$ cat config.mk
export PLATFORM = sky130hd
export DESIGN_NAME = wb_port_arbiter
export DESIGN_NICKNAME = d
export VERILOG_FILES = /design/src/rtl/wb_port_arbiter_pkg.sv /design/src/rtl/wb_port_arbiter_rr.sv /design/src/rtl/wb_port_arbiter.sv
export SDC_FILE = /design/constraint.sdc
export NUM_CORES = 1
export LEC_CHECK = 0
export BUFFER_PORTS_ARGS = -buffer_cell sky130_fd_sc_hd__buf_2
export CORE_MARGIN = 2
export CORE_UTILIZATION = 61
export DETAILED_ROUTE_END_ITERATION = 8
export PLACE_DENSITY = 0.95
export SETUP_SLACK_MARGIN = 0.2
export SLEW_MARGIN = 15
export SYNTH_ARGS = -nofsm -noshare
export SYNTH_HDL_FRONTEND = slang
export SYNTH_SLANG_ARGS = --single-unit
$ cat constraint.sdc
create_clock -name clk -period 7.69 [get_ports clk]
set_input_delay 0.3845 -clock clk [delete_from_list [all_inputs] [get_ports clk]]
set_output_delay 0.3845 -clock clk [all_outputs]
set_load 0.1 [all_outputs]
$ cat src/rtl/wb_port_arbiter_pkg.sv
// Shared types and helpers for the writeback-port arbiter; the age compare
// is also used by the ROB and LSU.
package wb_port_arbiter_pkg;

    localparam int ROB_IDX_W = 6;
    localparam int ROB_W     = ROB_IDX_W + 1;
    localparam int PREG_W    = 7;
    localparam int XLEN      = 32;

    // Layout-compatible with the WriteBackBus data bundle.
    typedef struct packed {
        logic              en;
        logic [ROB_W-1:0]  rob_idx;
        logic [PREG_W-1:0] rd;
        logic [XLEN-1:0]   res;
    } wb_data_t;

    // True when a is younger than b; the wrap bit flips the sense of the
    // index compare once the ROB pointer has wrapped.
    function automatic logic younger(input logic [ROB_W-1:0] a,
                                     input logic [ROB_W-1:0] b);
        if (a[ROB_IDX_W] == b[ROB_IDX_W])
            return a[ROB_IDX_W-1:0] > b[ROB_IDX_W-1:0];
        else
            return a[ROB_IDX_W-1:0] < b[ROB_IDX_W-1:0];
    endfunction

endpackage

$ cat src/rtl/wb_port_arbiter_rr.sv
// Round-robin multi-grant: picks up to PORT_NUM requesters starting at
// start_ptr, k-th pick goes to port k. Reusable for issue-queue select.
module rr_multi_grant #(
    parameter int REQ_NUM  = 4,
    parameter int PORT_NUM = 2,
    parameter int PTR_W    = (REQ_NUM > 1) ? $clog2(REQ_NUM) : 1
) (
    input  logic [REQ_NUM-1:0]                req,
    input  logic [PTR_W-1:0]                  start_ptr,
    output logic [REQ_NUM-1:0]                grant,
    output logic [PORT_NUM-1:0]               port_vld,
    output logic [PORT_NUM-1:0][PTR_W-1:0]    port_idx,
    output logic [PTR_W-1:0]                  next_ptr
);

    localparam logic [PTR_W-1:0] LAST = PTR_W'(REQ_NUM - 1);

    // Scan with an explicit wrap so REQ_NUM need not be a power of two.
    always_comb begin
        logic [PTR_W-1:0] idx;
        int               cnt;
        grant    = '0;
        port_vld = '0;
        port_idx = '0;
        next_ptr = start_ptr;
        idx      = start_ptr;
        cnt      = 0;
        for (int i = 0; i < REQ_NUM; i++) begin
            if (req[idx] && cnt < PORT_NUM) begin
                grant[idx] = 1'b1;
                for (int p = 0; p < PORT_NUM; p++) begin
                    if (cnt == p) begin
                        port_vld[p] = 1'b1;
                        port_idx[p] = idx;
                    end
                end
                cnt      = cnt + 1;
                next_ptr = (idx == LAST) ? '0 : idx + PTR_W'(1);
            end
            idx = (idx == LAST) ? '0 : idx + PTR_W'(1);
        end
    end

endmodule

$ cat src/rtl/wb_port_arbiter.sv
// Shares PORT_NUM writeback ports among REQ_NUM variable-latency units,
// each with a one-entry holding buffer; redirect/flush squash younger work.
module wb_port_arbiter
    import wb_port_arbiter_pkg::*;
#(
    parameter int REQ_NUM  = 4,
    parameter int PORT_NUM = 2
) (
    input  logic                              clk,
    input  logic                              rst,
    input  logic [REQ_NUM-1:0]                req_valid,
    output logic [REQ_NUM-1:0]                req_ready,
    input  logic [REQ_NUM-1:0][ROB_W-1:0]     req_rob_idx,
    input  logic [REQ_NUM-1:0][PREG_W-1:0]    req_rd,
    input  logic [REQ_NUM-1:0][XLEN-1:0]      req_res,
    input  logic                              redirect_valid,
    input  logic [ROB_W-1:0]                  redirect_rob_idx,
    input  logic                              flush_all,
    output logic [PORT_NUM-1:0]               wb_en,
    output logic [PORT_NUM-1:0]               wb_we,
    output logic [PORT_NUM-1:0][ROB_W-1:0]    wb_rob_idx,
    output logic [PORT_NUM-1:0][PREG_W-1:0]   wb_rd,
    output logic [PORT_NUM-1:0][XLEN-1:0]     wb_res
);

    localparam int PTR_W = (REQ_NUM > 1) ? $clog2(REQ_NUM) : 1;

    logic [REQ_NUM-1:0]                buf_v;
    logic [REQ_NUM-1:0][ROB_W-1:0]     buf_rob;
    logic [REQ_NUM-1:0][PREG_W-1:0]    buf_rd;
    logic [REQ_NUM-1:0][XLEN-1:0]      buf_res;
    logic [REQ_NUM-1:0]                kill_buf, kill_in, gnt_req, grant;
    logic [PORT_NUM-1:0]               port_vld, kill_out;
    logic [PORT_NUM-1:0][PTR_W-1:0]    port_idx;
    logic [PTR_W-1:0]                  rr_ptr, next_ptr;
    wb_data_t [PORT_NUM-1:0]           wb_q;
    logic [PORT_NUM-1:0]               wb_we_q;

    // Squash decisions for held and incoming entries; flush covers everything.
    always_comb begin
        kill_buf = '0;
        kill_in  = '0;
        for (int i = 0; i < REQ_NUM; i++) begin
            kill_buf[i] = flush_all | (redirect_valid & younger(buf_rob[i], redirect_rob_idx));
            kill_in[i]  = flush_all | (redirect_valid & younger(req_rob_idx[i], redirect_rob_idx));
        end
    end

    // A slot frees when drained or squashed; squashed arrivals are acked and dropped.
    assign gnt_req   = buf_v & ~kill_buf;
    assign req_ready = ~buf_v | grant | kill_buf | kill_in;

    rr_multi_grant #(
        .REQ_NUM  (REQ_NUM),
        .PORT_NUM (PORT_NUM),
        .PTR_W    (PTR_W)
    ) u_rr (
        .req       (gnt_req),
        .start_ptr (rr_ptr),
        .grant     (grant),
        .port_vld  (port_vld),
        .port_idx  (port_idx),
        .next_ptr  (next_ptr)
    );

    // Holding buffers: a refill on the same edge as a drain keeps the new entry.
    always_ff @(posedge clk or negedge rst) begin
        if (!rst) begin
            buf_v   <= '0;
            buf_rob <= '0;
            buf_rd  <= '0;
            buf_res <= '0;
        end else begin
            for (int i = 0; i < REQ_NUM; i++) begin
                if (req_valid[i] && req_ready[i] && !kill_in[i]) begin
                    buf_v[i]   <= 1'b1;
                    buf_rob[i] <= req_rob_idx[i];
                    buf_rd[i]  <= req_rd[i];
                    buf_res[i] <= req_res[i];
                end else if (grant[i] || kill_buf[i]) begin
                    buf_v[i] <= 1'b0;
                end
            end
        end
    end

    // Round-robin pointer advances past the last granted requester.
    always_ff @(posedge clk or negedge rst) begin
        if (!rst) rr_ptr <= '0;
        else      rr_ptr <= next_ptr;
    end

    // Output registers; idle ports load all-zero.
    always_ff @(posedge clk or negedge rst) begin
        if (!rst) begin
            wb_q    <= '0;
            wb_we_q <= '0;
        end else begin
            for (int p = 0; p < PORT_NUM; p++) begin
                if (port_vld[p]) begin
                    wb_q[p].en      <= 1'b1;
                    wb_q[p].rob_idx <= buf_rob[port_idx[p]];
                    wb_q[p].rd      <= buf_rd[port_idx[p]];
                    wb_q[p].res     <= buf_res[port_idx[p]];
                    wb_we_q[p]      <= |buf_rd[port_idx[p]];
                end else begin
                    wb_q[p]    <= '0;
                    wb_we_q[p] <= 1'b0;
                end
            end
        end
    end

    // Registered results already on the bus are squashed in the same cycle;
    // write enable follows so a dead result can never write the regfile.
    always_comb begin
        kill_out   = '0;
        wb_en      = '0;
        wb_we      = '0;
        wb_rob_idx = '0;
        wb_rd      = '0;
        wb_res     = '0;
        for (int p = 0; p < PORT_NUM; p++) begin
            kill_out[p]   = flush_all | (redirect_valid & younger(wb_q[p].rob_idx, redirect_rob_idx));
            wb_en[p]      = wb_q[p].en & ~kill_out[p];
            wb_we[p]      = wb_we_q[p] & wb_q[p].en & ~kill_out[p];
            wb_rob_idx[p] = wb_q[p].rob_idx;
            wb_rd[p]      = wb_q[p].rd;
            wb_res[p]     = wb_q[p].res;
        end
    end

endmodule

==> Word level (Yosys, flattened, before mapping) <==
Cells that the tools add are included.
{ "classes": {"bitwise_logic": 37, "n_lt_le_gt_ge": 33, "mux": 85, "eq_ne": 17, "add_sub_neg": 6, "reduce_logical": 33} }
{ "ops": {"columns": ["operator", "count"], "rows": [
  ["32-bit binary-select mux with 2-bit select", 2],
  ["32-bit two-way mux", 4],
  ["32-bit logical NOT", 3],
  ["47-bit two-way mux", 2],
  ["32-bit by 2-bit equality test with 1-bit output (second input constant)", 2],
  ["32-bit by 3-bit less-than comparator with 1-bit output (second input constant)", 2],
  ["6-bit > comparator", 10],
  ["6-bit less-than comparator", 10],
  ["7-bit binary-select mux with 2-bit select", 4],
  ["1-bit two-way mux", 36],
  ["2-bit two-way mux", 18],
  ["32-bit by 2-bit adder with 32-bit output (second input constant)", 1],
  ["4-bit two-way mux", 7],
  ["7-bit two-way mux", 4],
  ["4-bit OR", 6],
  ["2-bit by 3-bit less-than comparator with 1-bit output (second input constant)", 6],
  ["1-bit bitwise AND", 16],
  ["1-bit logical AND", 15],
  ["7-bit OR reduction", 2],
  ["1-bit equality test", 10],
  ["1-bit OR", 10],
  ["2-bit by 1-bit adder with 2-bit output (second input constant)", 4],
  ["1-bit binary-select mux with 2-bit select", 4],
  ["1-bit demux with 2-bit select", 4],
  ["12 further kinds", 29]
]} }
{ "totals": {"in_bits": 199, "out_inout_bits": 100, "register_bits": 286} }

==> Depth between registers and ports, before layout <==
{ "depth": {"depth_word": 24, "mapped_depth": 23} }

==> By module <==
From an unflattened synthesis, not the netlist that was laid out.
{ "hier_totals": {"cells_unflattened": 1152, "hier_area_um2": 16085.4} }
{ "by_module_without_submodules": {"columns": ["mod", "instances", "area_each_um2", "cells_each"], "rows": [
  ["wb_port_arbiter", 1, 15270.9, 1043],
  ["rr_multi_grant", 1, 814.5, 109]
]} }

==> Worst setup path after synthesis <==
OpenSTA, ideal clock, no wires.
{ "synth_timing": {"kind": "input port to flip-flop", "start": "in redirect_rob_idx[4]", "end": "reg wb_we_q[0]", "setup_time_ps": 137, "t_arrival_ps": 5247, "slack_ps": 2306, "stages": 20, "t_required_ps": 7553, "cell_sequence": "inv_1 ha_1 and4_1 a311o_1 o311ai_0 and2_4 o2bb2ai_1 a221o_1 buf_2 ha_1 a221oi_4 and2_1 buf_4 fa_1 a211oi_1 nand2_1 a22oi_4 mux4_2 nor4_1 a31oi_1"} }
{ "synth_between": {"elab_chain_len": 22, "elab_cells_between_ends": 62, "cone_classes": "add/sub: 2; order compare: 11; mux: 32; bitwise: 10; reduce/logical: 7"} }
{ "synth_rtl": {"columns": ["element", "line", "rtl"], "rows": [
  ["start: declaration", "wb_port_arbiter.sv:17", "input logic [ROB_W-1:0] redirect_rob_idx,"],
  ["6-bit less-than comparator or 6-bit > comparator (tied branches)", "wb_port_arbiter_pkg.sv:25, wb_port_arbiter_pkg.sv:23", null],
  ["1-bit two-way mux", "wb_port_arbiter_pkg.sv:22", "if (a[ROB_IDX_W] == b[ROB_IDX_W])"],
  ["1-bit bitwise AND", "wb_port_arbiter.sv:44", "kill_buf[i] = flush_all | (redirect_valid & younger(buf_rob[i], redirect_rob_idx));"],
  ["1-bit OR", "wb_port_arbiter.sv:44", null],
  ["4-bit inverter *", "wb_port_arbiter.sv:50", "assign gnt_req = buf_v & ~kill_buf;"],
  ["4-bit bitwise AND *", "wb_port_arbiter.sv:50", null],
  ["1-bit binary-select mux with 2-bit select", "wb_port_arbiter_rr.sv:29", "if (req[idx] && cnt < PORT_NUM) begin"],
  ["1-bit two-way mux (not written as such)", "wb_port_arbiter_rr.sv:29", null],
  ["(+6 left out)", null, null],
  ["32-bit two-way mux", "wb_port_arbiter_rr.sv:29", null],
  ["32-bit by 3-bit less-than comparator with 1-bit output or 32-bit logical NOT (tied branches)", "wb_port_arbiter_rr.sv:29, wb_port_arbiter_rr.sv:32", null],
  ["1-bit logical AND or 2-bit two-way mux (tied branches)", "wb_port_arbiter_rr.sv:29, wb_port_arbiter_rr.sv:32", null],
  ["4-bit two-way mux", "wb_port_arbiter_rr.sv:29", null],
  ["7-bit binary-select mux with 2-bit select", "wb_port_arbiter.sv:105", "wb_we_q[p] <= |buf_rd[port_idx[p]];"],
  ["7-bit two-way mux (not written as such)", "wb_port_arbiter.sv:105", null],
  ["7-bit OR reduction", "wb_port_arbiter.sv:105", null],
  ["1-bit two-way mux *", "wb_port_arbiter.sv:100", "if (port_vld[p]) begin"],
  ["end signal: indexed assignment", "wb_port_arbiter.sv:105", null],
  ["end: declaration", "wb_port_arbiter.sv:37", "logic [PORT_NUM-1:0] wb_we_q;"]
]} }
Every way passes the cells marked *; elsewhere a longest branch is shown, timed or not. The select of a mux whose other input is x is not followed.
A chain may end at the register's enable or synchronous reset.

==> Worst setup path in the final report <==
{ "layout_timing": {"start": "reg buf_rob[18] (netlist bit)", "end": "reg wb_we_q[1]"} }
{ "layout_between": {"elab_chain_len": 22, "elab_cells_between_ends": 45, "cone_classes": "add/sub: 2; order compare: 5; eq/ne: 3; mux: 27; bitwise: 4; reduce/logical: 4"} }
{ "layout_rtl": {"columns": ["element", "line", "rtl"], "rows": [
  ["start: declaration", "wb_port_arbiter.sv:29", "logic [REQ_NUM-1:0][ROB_W-1:0] buf_rob;"],
  ["start signal: indexed assignment", "wb_port_arbiter.sv:77", "buf_rob[i] <= req_rob_idx[i];"],
  ["6-bit less-than comparator or 6-bit > comparator (tied branches)", "wb_port_arbiter_pkg.sv:25, wb_port_arbiter_pkg.sv:23", null],
  ["1-bit two-way mux *", "wb_port_arbiter_pkg.sv:22", null],
  ["1-bit bitwise AND *", "wb_port_arbiter.sv:44", null],
  ["1-bit OR *", "wb_port_arbiter.sv:44", null],
  ["4-bit inverter *", "wb_port_arbiter.sv:50", null],
  ["4-bit bitwise AND *", "wb_port_arbiter.sv:50", null],
  ["1-bit binary-select mux with 2-bit select", "wb_port_arbiter_rr.sv:29", null],
  ["1-bit two-way mux (not written as such)", "wb_port_arbiter_rr.sv:29", null],
  ["(+6 left out)", null, null],
  ["32-bit two-way mux", "wb_port_arbiter_rr.sv:29", null],
  ["32-bit by 3-bit less-than comparator with 1-bit output or 32-bit by 2-bit equality test with 1-bit output (tied branches)", "wb_port_arbiter_rr.sv:29, wb_port_arbiter_rr.sv:32", null],
  ["1-bit logical AND or 2-bit two-way mux (tied branches)", "wb_port_arbiter_rr.sv:29, wb_port_arbiter_rr.sv:32", null],
  ["4-bit two-way mux", "wb_port_arbiter_rr.sv:29", null],
  ["7-bit binary-select mux with 2-bit select", "wb_port_arbiter.sv:105", null],
  ["7-bit two-way mux (not written as such)", "wb_port_arbiter.sv:105", null],
  ["7-bit OR reduction", "wb_port_arbiter.sv:105", null],
  ["1-bit two-way mux *", "wb_port_arbiter.sv:100", null]
]} }
Marks and branches as above.

==> reports/qor.csv <==
stage,metric,value,unit
status,status,completed,
layout,share of layout cells above drive strength 1,44.6,%
timing,min Tclk post-route,6.27,ns
placement,HPWL Detailed,29900,µm
placement,IO Port Bufs,298,
critical_path,crit path capture type,flip-flop,
drt,post-route ant nets,0,
global_route,first-pass GRT wire length,65700,µm
die,io pins,299,
global_route,GR peak layer,met2,
logic_synthesis,synth top area cells,"dfrtp_1 (46%), mux2_2 (16%), mux4_2 (7.0%)",
logic_synthesis,Mapped Nets,1522,
critical_path,family with the most delay on the worst path,compound AO/OA/AOI/OAI gates,
drt,# DRC,0,
global_route,met2 Use GR,53.3,%
die,Die ar.,27100,µm²
cts,clk sink count,286,
critical_path,"slowest stage delay, CP",0.64,ns
critical_path,"Buf+Inv Stages, Crit Path",0,
cts,Num CTS Buffers,29,
cts,CTS resizes,0,
critical_path,CP Launch Type,flip-flop,
logic_synthesis,syn avg cell area,12.5,µm²
drt,first-pass iteration count of the detailed router,6,
drt,drt wl/cell,23.9,µm
timing,Final WS setup,1.42,ns
logic_synthesis,post-synth top area share,45.5,%
drt,Vias per Instance,6.21,
critical_path,Critical-path top delay cell,mux4_2,
timing,Max-slew headroom,23.3,%
cts,clock tree buffer depth,3,
logic_synthesis,"count leader, synth",dfrtp_1,
critical_path,Crit Path Max Fanout,11,
logic_synthesis,sequential share of the synthesized area,45.5,%
layout,FF+latch area,7160,µm²
timing,Slew Limit Fails,0,
timing,clk_skew,0.0141,ns
drt,drt initial violations,865,
layout,Final #Nets,1712,
die,core area,25300,µm²
logic_synthesis,Synthesis Warnings,0,
logic_synthesis,async set-reset flop share out of synthesis,100,%
layout,Area Overhead vs Synth,12.7,%
pwr,Max IR drop VDD,0.000501,V
global_route,number of global-route vias before repair,11900,
timing,sum of negative setup slack,0,ns
cts,Clock Root Buffer,clkbuf_16,
timing,Slew @ Worst Pin,1.15,ns
timing,Final Hold Fails,0,
global_route,GR Util met3,7.26,%
timing,Final setup viols,0,
pwr,Total Power,0.00926,W
logic_synthesis,Seq cells post-synth,286,
die,Die Ht,165,µm
global_route,total grt overflow,0,
logic_synthesis,post-synth cell types,67,
layout,fin util,70.2,%
layout,Multi-input gate area,7400,µm²
logic_synthesis,synthesized area,15700,µm²
critical_path,CP arrival,6.68,ns
min_path,hold crit path type,in2reg,
global_route,GRT Total Usage,31.9,%
cts,CTS clock-pin slew for the worst setup and hold paths,0.07,ns
die,die width,165,µm
placement,pre-CTS WS,1.17,ns
global_route,largest net degree at the start of global routing,152,
layout,fill count,1667,
logic_synthesis,"EDFF count, synth",0,
critical_path,critical path data required time,8.10,ns
pwr,Cell Pwr Density,522,nW/µm²
drt,Routed Wire Length,43100,µm
placement,RePlAce Congestion,0.900,
global_route,met1 usage,38.6,%
critical_path,crit-path cells,"ha_1, a21oi_1, a21boi_0, o311ai_0, and2_4, o2bb2ai_1, a221o_1, ha_1, a221oi_4, and2_1, fa_1, nand2b_1, a21oi_1, a32oi_1, o21a_1, mux4_2, a211oi_2, a41oi_1",
timing,RSZ-0062 raised after global routing,false,
logic_synthesis,Syn Inst Count,1254,
die,Initial Util,62.3,%
pwr,Pleak,8.34,nW
global_route,initial antenna violation count,10,
logic_synthesis,Yosys top cell by area,dfrtp_1,
cts,H-tree levels,1,
logic_synthesis,ys flop type,dfrtp_1,
cts,Clock Latency Late Sink,0.56,ns
drt,vias,11200,
die,num rows,58,
critical_path,Crit Path Class,reg2reg,
timing,fmax,159,MHz
run,MaxCap Viol Count,0,
timing,Tcrit/Tclk final,81.6,%
logic_synthesis,Synth top cells by count,"dfrtp_1 (286), mux2_2 (223), buf_4 (109), ha_1 (68), nor2_1 (61)",
cts,CTS tree,built,
cell type report:
type                       count  share of cell area (%)
timing repair buffer         317                    9.36
inverter                      36                   0.762
clock buffer                  42                    4.88
tap                          330                    2.33
antenna                       11                   0.155
multi-input combinational    774                    41.7
sequential                   286                    40.4
clock inverter                10                   0.459
cell usage in the layout, fill, tap and decap left out, types with 4 or more instances in the layout:
cell,instances
nand2_1,36
clkbuf_16,29
a31oi_1,6
nor3_1,4
ha_1,68
nor2_1,61
buf_2,297
clkbuf_8,9
o211a_1,5
and2_1,55
mux2i_1,47
clkinv_2,7
buf_4,17
a21o_1,11
dfrtp_1,286
nor2b_1,7
a21oi_1,31
clkbuf_1,4
nand4_1,9
nand3_1,8
diode_2,11
o21ai_0,17
xnor2_1,8
inv_1,36
o21a_1,4
nand2b_1,12
mux4_2,49
or2_2,4
a211oi_1,47
mux2_2,223
final timing paths:
path                       cells after the start                    start                  endpoint  slack [ns]
setup / recovery                              18  buf_rob[18]$_DFFE_PN0P_      wb_we_q[1]$_DFF_PN0_        1.42
hold / removal                                 2             req_res[101]  buf_res[101]$_DFFE_PN0P_        0.06
setup reg to reg                              18  buf_rob[18]$_DFFE_PN0P_      wb_we_q[1]$_DFF_PN0_        1.42
hold reg to reg                                2   buf_rob[7]$_DFFE_PN0P_    buf_rob[7]$_DFFE_PN0P_        0.49
max in group asynchronous                      3                      rst   buf_res[25]$_DFFE_PN0P_        5.75
min in group asynchronous                      2                      rst       wb_res[4]$_DFF_PN0_        0.48
registers in the layout, summed over array words and instances (netlist names):
| signal | count |
|---|---|
| wb_we_q | 2 |
| buf_v | 4 |
| buf_res | 128 |
| wb_rd | 14 |
| wb_res | 64 |
| buf_rd | 28 |
| rr_ptr | 2 |
| wb_rob_idx | 14 |
| buf_rob | 28 |
| wb_q | 2 |
cells by family (layout without fill, tap and decap cells):
group                    count (synthesis)  after routing  synth area share, %
AO/OA/AOI/OAI                          168            168                 7.93
XOR/XNOR                                11             11                0.613
adder cells (fa/ha/maj)                 69             69                 5.54
buffers and inverters                  194            405                 7.72
flip-flops                             286            286                 45.5
multiplexers                           319            319                 26.0
other                                    0             11                    0
AND/OR/NAND/NOR                        207            207                 6.72
metal layers:
layer,vias up,part of all wire [%],wire [µm]
met2,599,49,21100
met3,158,8.6,3730
li1,4853,-,-
met1,5598,37,15900
met4,4,5.3,2270
met5,-,0.046,20
worst register-to-register path: stages (launching register included):
cell	delay, ns
dfrtp_1	0.43
ha_1	0.33
a21oi_1	0.15
a21boi_0	0.17
o311ai_0	0.43
and2_4	0.27
o2bb2ai_1	0.11
a221o_1	0.45
ha_1	0.32
a221oi_4	0.27
and2_1	0.43
fa_1	0.51
nand2b_1	0.09
a21oi_1	0.08
a32oi_1	0.38
o21a_1	0.62
mux4_2	0.64
a211oi_2	0.30
a41oi_1	0.15
power by group:
part / internal (W) / switching (W) / total (W)
Combinational: 0.00202 / 0.00345 / 0.00547
Clock: 0.000809 / 0.000588 / 0.00140
Sequential: 0.00203 / 0.000366 / 0.00240
Total: 0.00486 / 0.00440 / 0.00926
stage by stage:
stage	hold WS [ns]	instance area, µm²	cells
finish	0.0571	17700	1806
global route	0.0560	17700	1802
CTS	0.0411	17700	1795
detailed placement	0.471	16700	1742
global placement	0.467	16700	1742
floorplan	0.0889	15700	1254
timing repair:
action,4_1_cts,5_1_grt
setup buffers,0,0
hold buffers,1,0
endpoints found under the hold margin,47,0
(Power assumes the default switching activity.)
